<file path="src/rtl/ins_mem_arbiter_if.sv">
// Requester-side handshake bundle for ins_mem_arbiter: one fetch channel and one
// load/store channel sharing the program/data BRAM.
`timescale 1ns/1ps
interface ins_mem_arbiter_if;
    logic        if_req;
    logic [31:0] if_addr;
    logic        if_flush;
    logic        if_gnt;
    logic [31:0] if_ins;
    logic        if_valid;

    logic        d_req;
    logic        d_we;
    logic [1:0]  d_size;
    logic [31:0] d_addr;
    logic [31:0] d_wdata;
    logic        d_gnt;
    logic [31:0] d_rdata;
    logic        d_valid;

    modport master (
        output if_req, if_addr, if_flush,
        input  if_gnt, if_ins, if_valid,
        output d_req, d_we, d_size, d_addr, d_wdata,
        input  d_gnt, d_rdata, d_valid
    );

    modport slave (
        input  if_req, if_addr, if_flush,
        output if_gnt, if_ins, if_valid,
        input  d_req, d_we, d_size, d_addr, d_wdata,
        output d_gnt, d_rdata, d_valid
    );
endinterface

</file>
<file path="src/rtl/ins_mem_arbiter.sv">
// Round-robin sequencer sharing a dual-port byte BRAM between instruction fetch and
// data load/store; each access is split into two-byte beats and reassembled little-endian.
`timescale 1ns/1ps
module ins_mem_arbiter #(
    parameter int ADDR_W = 12
) (
    input  logic              clk,
    input  logic              rst,
    ins_mem_arbiter_if.slave  bus,
    output logic              busy,
    output logic              ena,
    output logic              enb,
    output logic              wea,
    output logic              web,
    output logic [ADDR_W-1:0] addra,
    output logic [ADDR_W-1:0] addrb,
    output logic [7:0]        dina,
    output logic [7:0]        dinb,
    input  logic [7:0]        douta,
    input  logic [7:0]        doutb
);
    typedef enum logic [1:0] {IDLE, BEAT0, BEAT1, CAPT} state_e;

    state_e            state_q;
    logic              lastData_q, fetch_q, we_q, word_q, single_q, flushed_q;
    logic [ADDR_W-1:0] base_q;
    logic [31:0]       wdata_q, ins_q, rdata_q;
    logic [7:0]        b0_q, b1_q;
    logic              ifValid_q, dValid_q;
    logic              ena_q, enb_q, wea_q, web_q;
    logic [ADDR_W-1:0] addra_q, addrb_q;
    logic [7:0]        dina_q, dinb_q;

    logic              selData, selFetch, reqWe, reqWord, reqSingle;
    logic [ADDR_W-1:0] reqAddr;
    logic [31:0]       reqWdata, result;
    logic              unusedAddrBits;

    assign unusedAddrBits = ^{bus.if_addr[31:ADDR_W], bus.d_addr[31:ADDR_W]};

    // On a tie the requester that did not win the previous grant goes first.
    always_comb begin
        selData  = 1'b0;
        selFetch = 1'b0;
        if (state_q == IDLE) begin
            if (bus.d_req && bus.if_req) begin
                selData  = !lastData_q;
                selFetch = lastData_q;
            end else begin
                selData  = bus.d_req;
                selFetch = bus.if_req;
            end
        end
    end

    assign reqAddr   = selData ? bus.d_addr[ADDR_W-1:0] : bus.if_addr[ADDR_W-1:0];
    assign reqWe     = selData && bus.d_we;
    assign reqWord   = selData ? bus.d_size[1] : 1'b1;
    assign reqSingle = selData && (bus.d_size == 2'b00);
    assign reqWdata  = selData ? bus.d_wdata : '0;

    // The final read bytes arrive directly from the BRAM in CAPT and are merged unregistered.
    always_comb begin
        result = {doutb, douta, b1_q, b0_q};
        if (!word_q) begin
            result = single_q ? {24'b0, douta} : {16'b0, doutb, douta};
        end
    end

    always_ff @(posedge clk) begin
        if (rst) begin
            state_q    <= IDLE;
            lastData_q <= 1'b0;
            fetch_q    <= 1'b0;
            we_q       <= 1'b0;
            word_q     <= 1'b0;
            single_q   <= 1'b0;
            flushed_q  <= 1'b0;
            base_q     <= '0;
            wdata_q    <= '0;
            b0_q       <= '0;
            b1_q       <= '0;
            ins_q      <= '0;
            rdata_q    <= '0;
            ifValid_q  <= 1'b0;
            dValid_q   <= 1'b0;
            ena_q      <= 1'b0;
            enb_q      <= 1'b0;
            wea_q      <= 1'b0;
            web_q      <= 1'b0;
            addra_q    <= '0;
            addrb_q    <= '0;
            dina_q     <= '0;
            dinb_q     <= '0;
        end else begin
            ifValid_q <= 1'b0;
            dValid_q  <= 1'b0;
            ena_q     <= 1'b0;
            enb_q     <= 1'b0;
            wea_q     <= 1'b0;
            web_q     <= 1'b0;
            case (state_q)
                IDLE: begin
                    if (selData || selFetch) begin
                        state_q    <= BEAT0;
                        lastData_q <= selData;
                        fetch_q    <= selFetch;
                        we_q       <= reqWe;
                        word_q     <= reqWord;
                        single_q   <= reqSingle;
                        flushed_q  <= selFetch && bus.if_flush;
                        base_q     <= reqAddr;
                        wdata_q    <= reqWdata;
                        ena_q      <= 1'b1;
                        enb_q      <= !reqSingle;
                        wea_q      <= reqWe;
                        web_q      <= reqWe && !reqSingle;
                        addra_q    <= reqAddr;
                        addrb_q    <= reqAddr + ADDR_W'(1);
                        dina_q     <= reqWdata[7:0];
                        dinb_q     <= reqWdata[15:8];
                    end
                end
                BEAT0: begin
                    if (word_q) begin
                        state_q <= BEAT1;
                        ena_q   <= 1'b1;
                        enb_q   <= 1'b1;
                        wea_q   <= we_q;
                        web_q   <= we_q;
                        addra_q <= base_q + ADDR_W'(2);
                        addrb_q <= base_q + ADDR_W'(3);
                        dina_q  <= wdata_q[23:16];
                        dinb_q  <= wdata_q[31:24];
                    end else if (we_q) begin
                        state_q  <= IDLE;
                        dValid_q <= 1'b1;
                    end else begin
                        state_q <= CAPT;
                    end
                end
                BEAT1: begin
                    b0_q <= douta;
                    b1_q <= doutb;
                    if (we_q) begin
                        state_q  <= IDLE;
                        dValid_q <= 1'b1;
                    end else begin
                        state_q <= CAPT;
                    end
                end
                CAPT: begin
                    state_q <= IDLE;
                    if (fetch_q) begin
                        if (!(flushed_q || bus.if_flush)) begin
                            ins_q     <= result;
                            ifValid_q <= 1'b1;
                        end
                    end else begin
                        rdata_q  <= result;
                        dValid_q <= 1'b1;
                    end
                end
                default: state_q <= IDLE;
            endcase
            // A flush anywhere in the fetch's lifetime poisons its result.
            if (state_q != IDLE && fetch_q && bus.if_flush) begin
                flushed_q <= 1'b1;
            end
        end
    end

    assign bus.if_gnt   = selFetch;
    assign bus.d_gnt    = selData;
    assign bus.if_ins   = ins_q;
    assign bus.if_valid = ifValid_q;
    assign bus.d_rdata  = rdata_q;
    assign bus.d_valid  = dValid_q;
    assign busy         = (state_q != IDLE);
    assign ena          = ena_q;
    assign enb          = enb_q;
    assign wea          = wea_q;
    assign web          = web_q;
    assign addra        = addra_q;
    assign addrb        = addrb_q;
    assign dina         = dina_q;
    assign dinb         = dinb_q;
endmodule
</file>
<file path="src/flat_wrapper.sv">
// flat-port wrapper written by rule: the top's interface ports become plain ports
module ins_mem_arbiter_flat 
#(
    parameter int ADDR_W = 12
)
  (clk, rst, busy, ena, enb, wea, web, addra, addrb, dina, dinb, douta, doutb, bus_if_req, bus_if_addr, bus_if_flush, bus_if_gnt, bus_if_ins, bus_if_valid, bus_d_req, bus_d_we, bus_d_size, bus_d_addr, bus_d_wdata, bus_d_gnt, bus_d_rdata, bus_d_valid);
  ins_mem_arbiter_if bus_i ();
  input  logic clk;
  input  logic rst;
  output logic busy;
  output logic ena;
  output logic enb;
  output logic wea;
  output logic web;
  output logic [ADDR_W-1:0] addra;
  output logic [ADDR_W-1:0] addrb;
  output logic [7:0] dina;
  output logic [7:0] dinb;
  input  logic [7:0] douta;
  input  logic [7:0] doutb;
  input wire logic [$bits(bus_i.if_req)-1:0] bus_if_req;
  input wire logic [$bits(bus_i.if_addr)-1:0] bus_if_addr;
  input wire logic [$bits(bus_i.if_flush)-1:0] bus_if_flush;
  output wire logic [$bits(bus_i.if_gnt)-1:0] bus_if_gnt;
  output wire logic [$bits(bus_i.if_ins)-1:0] bus_if_ins;
  output wire logic [$bits(bus_i.if_valid)-1:0] bus_if_valid;
  input wire logic [$bits(bus_i.d_req)-1:0] bus_d_req;
  input wire logic [$bits(bus_i.d_we)-1:0] bus_d_we;
  input wire logic [$bits(bus_i.d_size)-1:0] bus_d_size;
  input wire logic [$bits(bus_i.d_addr)-1:0] bus_d_addr;
  input wire logic [$bits(bus_i.d_wdata)-1:0] bus_d_wdata;
  output wire logic [$bits(bus_i.d_gnt)-1:0] bus_d_gnt;
  output wire logic [$bits(bus_i.d_rdata)-1:0] bus_d_rdata;
  output wire logic [$bits(bus_i.d_valid)-1:0] bus_d_valid;
  assign bus_i.if_req = bus_if_req;
  assign bus_i.if_addr = bus_if_addr;
  assign bus_i.if_flush = bus_if_flush;
  assign bus_if_gnt = bus_i.if_gnt;
  assign bus_if_ins = bus_i.if_ins;
  assign bus_if_valid = bus_i.if_valid;
  assign bus_i.d_req = bus_d_req;
  assign bus_i.d_we = bus_d_we;
  assign bus_i.d_size = bus_d_size;
  assign bus_i.d_addr = bus_d_addr;
  assign bus_i.d_wdata = bus_d_wdata;
  assign bus_d_gnt = bus_i.d_gnt;
  assign bus_d_rdata = bus_i.d_rdata;
  assign bus_d_valid = bus_i.d_valid;
  ins_mem_arbiter #(.ADDR_W(ADDR_W)) u_core (.clk(clk), .rst(rst), .bus(bus_i), .busy(busy), .ena(ena), .enb(enb), .wea(wea), .web(web), .addra(addra), .addrb(addrb), .dina(dina), .dinb(dinb), .douta(douta), .doutb(doutb));
endmodule
</file>
<file path="config.mk">
export PLATFORM = sky130hd
export DESIGN_NAME = ins_mem_arbiter_flat
export DESIGN_NICKNAME = d
export VERILOG_FILES = /design/src/rtl/ins_mem_arbiter_if.sv /design/src/rtl/ins_mem_arbiter.sv /design/src/flat_wrapper.sv
export SDC_FILE = /design/constraint.sdc
export NUM_CORES = 1
export LEC_CHECK = 0
export BUFFER_PORTS_ARGS = -buffer_cell sky130_fd_sc_hd__buf_2
export CORE_MARGIN = 2
export CORE_UTILIZATION = 51
export DETAILED_ROUTE_END_ITERATION = 16
export PLACE_DENSITY = 0.81
export SYNTH_ARGS = -nofsm -noshare
export SYNTH_HDL_FRONTEND = slang
export SYNTH_SLANG_ARGS = --single-unit
</file>
<file path="constraint.sdc">
create_clock -name clk -period 2.8 [get_ports clk]
set_input_delay 0.28 -clock clk [delete_from_list [all_inputs] [get_ports clk]]
set_output_delay 0.28 -clock clk [all_outputs]
set_load 0.05 [all_outputs]
</file>
==> metrics.md <==
| Metric | Value |
|---|---|
| Mean instance size in the synthesized netlist | `8.45 um^2` |
| Relative contribution of the clock network to total power | `23.3%` |
| Sum of net half-perimeters after detailed placement | `13,500 um` |
| Max-capacitance violation count | `0` |
| Number of clock sinks | `162` |
| Filler-free cell count of the finished design | `1,173` |
| Final hold vios | `0` |
| CTS tree | `done` |
| Sequential cell area | `3240 um^2` |
| Num rows | `42` |
| Die Height | `121 um` |
| Number of antenna violations at the first check in global routing | `0` |
| Number of vias per cell after detailed routing | `5.77` |
| Worst min path class | `input port to flip-flop` |
| Cell internal pwr | `5.76 mW` |
| Number of remaining DRC errors | `0` |
| Die area | `14,600 um^2` |
| Startpoint of the worst register-to-register path | `u_core.lastData_q$_SDFFE_PP0P_` |
| Number of ports placed on the die boundary | `233` |
| Syn. warnings | `0` |
| Area grow syn2layout | `24.5%` |
| Global-route wire length before repair | `31,000 um` |
| Startpoint of the worst hold path | `bus_d_wdata[25]` |
| Post-CTS setup buffer count | `0` |
| Number of fill cells in the layout | `1,110` |
| Detailed-router iteration count before antenna repair | `7` |
| Type of origin of the critical path | `flip-flop` |
| Nets | `1,109` |
| PortBufs | `192` |
| Vias in the first global route | `6,164` |
| Worst setup slack after layout | `0.321 ns` |
| Share of power burned in combinational logic | `45.1%` |
| Pin slew with the least headroom to its limit | `0.907 ns` |
| Wire length per cell after detailed routing | `16.9 um` |
| Crit path capture type | `flip-flop` |
| Net switching share of the total power | `44.5%` |
| Global-route usage over all layers | `26.8%` |
| Gate count after technology mapping | `823` |
| Leak Pwr | `3.63 nW` |
| Final critical path time including I/O delays and setup | `2.48 ns` |
| Outcome | `finished, final reports clean` |
| Post-Syn Nets | `947` |
| Max clock buf depth | `2` |
| Dominant synthesized flop cell | `sky130_fd_sc_hd__dfxtp_1` |
| Pre-CTS setup slack | `0.261 ns` |
| Mapped Area | `6950 um^2` |
| Gp weighted congestion | `0.908` |
| Register bit total from synthesis | `162` |
| Critical-path maximum fanout | `6` |
| WP data required | `3.11 ns` |
| Number of hold buffers added after CTS | `0` |
| Yosys cell types | `64` |
| Switching power summed over all nets | `4.62 mW` |
| Final setup violation count | `0` |
| Setup total negative slack | `0 ns` |
| Die span in x | `121 um` |
| Sequential fraction of the synthesis area | `46.6%` |
| Maximum frequency from static timing analysis | `403 MHz` |
| Worst-skew pair later-pin latency | `0.42 ns` |
| Total global routing overflow | `0` |
| Post-Route Skew | `0.00733 ns` |
| Count of H-tree levels built during CTS | `4` |
| Starting density of the core | `52.3%` |
| Clock-pin slew on the worst setup and hold paths | `0.06 ns` |
| Flop pwr share | `31.6%` |
| Share of post-route cells with drive strength above 1 | `26.6%` |
| Most common library cell in the layout ignoring fill and taps | `sky130_fd_sc_hd__buf_2` |
| RSZ-0062 raised after global routing | `no` |
| Via Count | `6,772` |
| Number of max-slew violations in the final report | `0` |
| Area of the core | `13,300 um^2` |
| Worst-case headroom to the max-slew limit | `39.5%` |
| Post-DP Area | `8030 um^2` |
| Number of instances resized during post-cts repair | `0` |
| Count of routing violations after the opening detailed-route iteration | `591` |
| Startpoint of the worst setup timing path | `u_core.lastData_q$_SDFFE_PP0P_` |
| Commonest non-fill, non-tap cells in the layout | `191 x sky130_fd_sc_hd__buf_2, 161 x sky130_fd_sc_hd__dfxtp_1, 97 x sky130_fd_sc_hd__nor2_1` |
| Post-DRT Antenna Nets | `0` |
| Worst setup path category | `flip-flop to flip-flop` |
| Final worst path period share | `88.5%` |
| Number of buffers added by the clock tree synthesis step | `17` |
| Buffer type at the clock tree root | `sky130_fd_sc_hd__clkbuf_16` |
| Post-route cell area | `8660 um^2` |
| Count of antenna diodes in the layout | `0` |
| Post-synth EDFFs | `0` |
| Worst vdd rail ir drop | `0.000911 V` |
| CP arrival | `2.79 ns` |
| Share of flip-flops with an asynchronous set or reset after synthesis | `0%` |
| Total wire length | `19,900 um` |
| Inst Count DP | `1,142` |
| Combined area of the multi-input logic cells | `3390 um^2` |
| Pin count of the biggest net entering global routing | `87` |
| Final core utilization | `65.1%` |
| Pwr dens | `1200 nW/um^2` |
## layout make-up
| class | instances | area share [%] |
|---|---|---|
| multi-input combinational | 579 | 39.2 |
| clock inverter | 9 | 1.47 |
| clock buffer | 22 | 5.71 |
| timing repair buffer | 216 | 13.2 |
| inverter | 9 | 0.390 |
| sequential | 162 | 37.5 |
| tap | 176 | 2.54 |
## state kept, by name, summed over array words and instances, names as in the netlist
register / flops
u_core.wdata_q: 16
u_core.lastData_q: 1
u_core.addrb: 12
u_core.dina: 8
u_core.wea: 1
u_core.ena: 1
u_core.we_q: 1
u_core.b0_q: 8
u_core.word_q: 1
u_core.flushed_q: 1
u_core.bus.d_valid: 1
u_core.fetch_q: 1
u_core.bus.if_ins: 32
u_core.bus.d_rdata: 32
u_core.bus.if_valid: 1
u_core.dinb: 8
u_core.addra: 12
u_core.web: 1
u_core.base_q: 12
u_core.state_q: 2
u_core.single_q: 1
u_core.b1_q: 8
u_core.enb: 1
## metal layers
| layer | global-route usage, % | vias up | share of wire, % |
|---|---|---|---|
| met1 | 35.6 | 3188 | 44 |
| met2 | 42.7 | 260 | 48 |
| li1 | - | 3285 | - |
| met4 | 9.67 | 0 | 2.3 |
| met5 | 0 | - | 0 |
| met3 | 5.99 | 39 | 6.7 |
## power by group through the flow
stage	combinational, mW	clock (mW)	sequential (mW)
floorplan	2.37	0	4.38
global placement	4.60	0	3.29
detailed placement	4.65	0	3.31
CTS	4.67	2.44	3.26
global route	5.04	2.54	3.34
finish	4.68	2.41	3.28
## path summary, 6_finish.rpt
path              slack [ns]                                 end  cells past startpoint
setup / recovery        0.32        u_core.addrb[2]$_SDFFE_PP0P_                      9
hold reg to reg         0.45  u_core.bus.if_ins[28]$_SDFFE_PP0P_                      2
hold / removal          0.10     u_core.wdata_q[25]$_SDFFE_PP0P_                      3
setup reg to reg        0.32        u_core.addrb[2]$_SDFFE_PP0P_                      9
## metrics by stage
stage | power, mW | hold WS [ns]
finish | 10.4 | 0.104
global route | 10.9 | 0.101
CTS | 10.4 | 0.0928
detailed placement | 7.96 | 0.443
global placement | 7.89 | 0.440
floorplan | 6.75 | 0.416
## logic make-up (layout without fill, tap and decap cells)
group	count (synthesis)	after routing	share of synthesized area [%]
fa+ha+maj	4	4	0.720
mux	17	17	2.50
buf+inv	82	256	4.80
simple gates	313	313	20.5
xor+xnor	19	19	2.39
flops	162	162	46.6
compound gates	226	226	22.4
## Yosys cell counts (3+ instances only)
cell                         n  area share [%]
sky130_fd_sc_hd__nand2b_1    5            0.45
sky130_fd_sc_hd__xnor2_1    12             1.5
sky130_fd_sc_hd__o211ai_1    5            0.54
sky130_fd_sc_hd__mux2i_1    14             2.0
sky130_fd_sc_hd__nand3_1    48             3.5
sky130_fd_sc_hd__o21ai_0    17             1.2
sky130_fd_sc_hd__and3_1      7            0.63
sky130_fd_sc_hd__and2_1      5            0.45
sky130_fd_sc_hd__buf_2      15             1.1
sky130_fd_sc_hd__buf_1       5            0.27
sky130_fd_sc_hd__nor3_1     27             1.9
sky130_fd_sc_hd__nor2b_1     3            0.27
sky130_fd_sc_hd__a21oi_1    73             5.3
sky130_fd_sc_hd__or3_1       3            0.27
sky130_fd_sc_hd__a31oi_1     8            0.72
sky130_fd_sc_hd__nand2_1    92             5.0
sky130_fd_sc_hd__nor2_1     98             5.3
sky130_fd_sc_hd__a211oi_1   45             4.9
sky130_fd_sc_hd__nand4_1     8            0.72
sky130_fd_sc_hd__inv_1       7            0.38
sky130_fd_sc_hd__o21a_1      3            0.32
sky130_fd_sc_hd__mux2_2      3            0.49
sky130_fd_sc_hd__a221oi_1   16             2.0
sky130_fd_sc_hd__ha_1        4            0.72
sky130_fd_sc_hd__clkbuf_1   52             2.8
sky130_fd_sc_hd__dfxtp_1   162              47
sky130_fd_sc_hd__a211o_1     4            0.50
sky130_fd_sc_hd__a22oi_1    27             2.9
sky130_fd_sc_hd__xor2_1      7            0.88
## critical path, stage by stage (launching register included)
cell and delay [ns]:
sky130_fd_sc_hd__dfxtp_1 0.35, sky130_fd_sc_hd__a211oi_1 0.31, sky130_fd_sc_hd__nand2_1 0.13, sky130_fd_sc_hd__clkinv_1 0.16
sky130_fd_sc_hd__mux2i_1 0.37, sky130_fd_sc_hd__inv_1 0.08, sky130_fd_sc_hd__ha_1 0.30, sky130_fd_sc_hd__or3_1 0.40
sky130_fd_sc_hd__a31oi_1 0.17, sky130_fd_sc_hd__a21oi_1 0.09
Power figures use the tool's default switching activity.
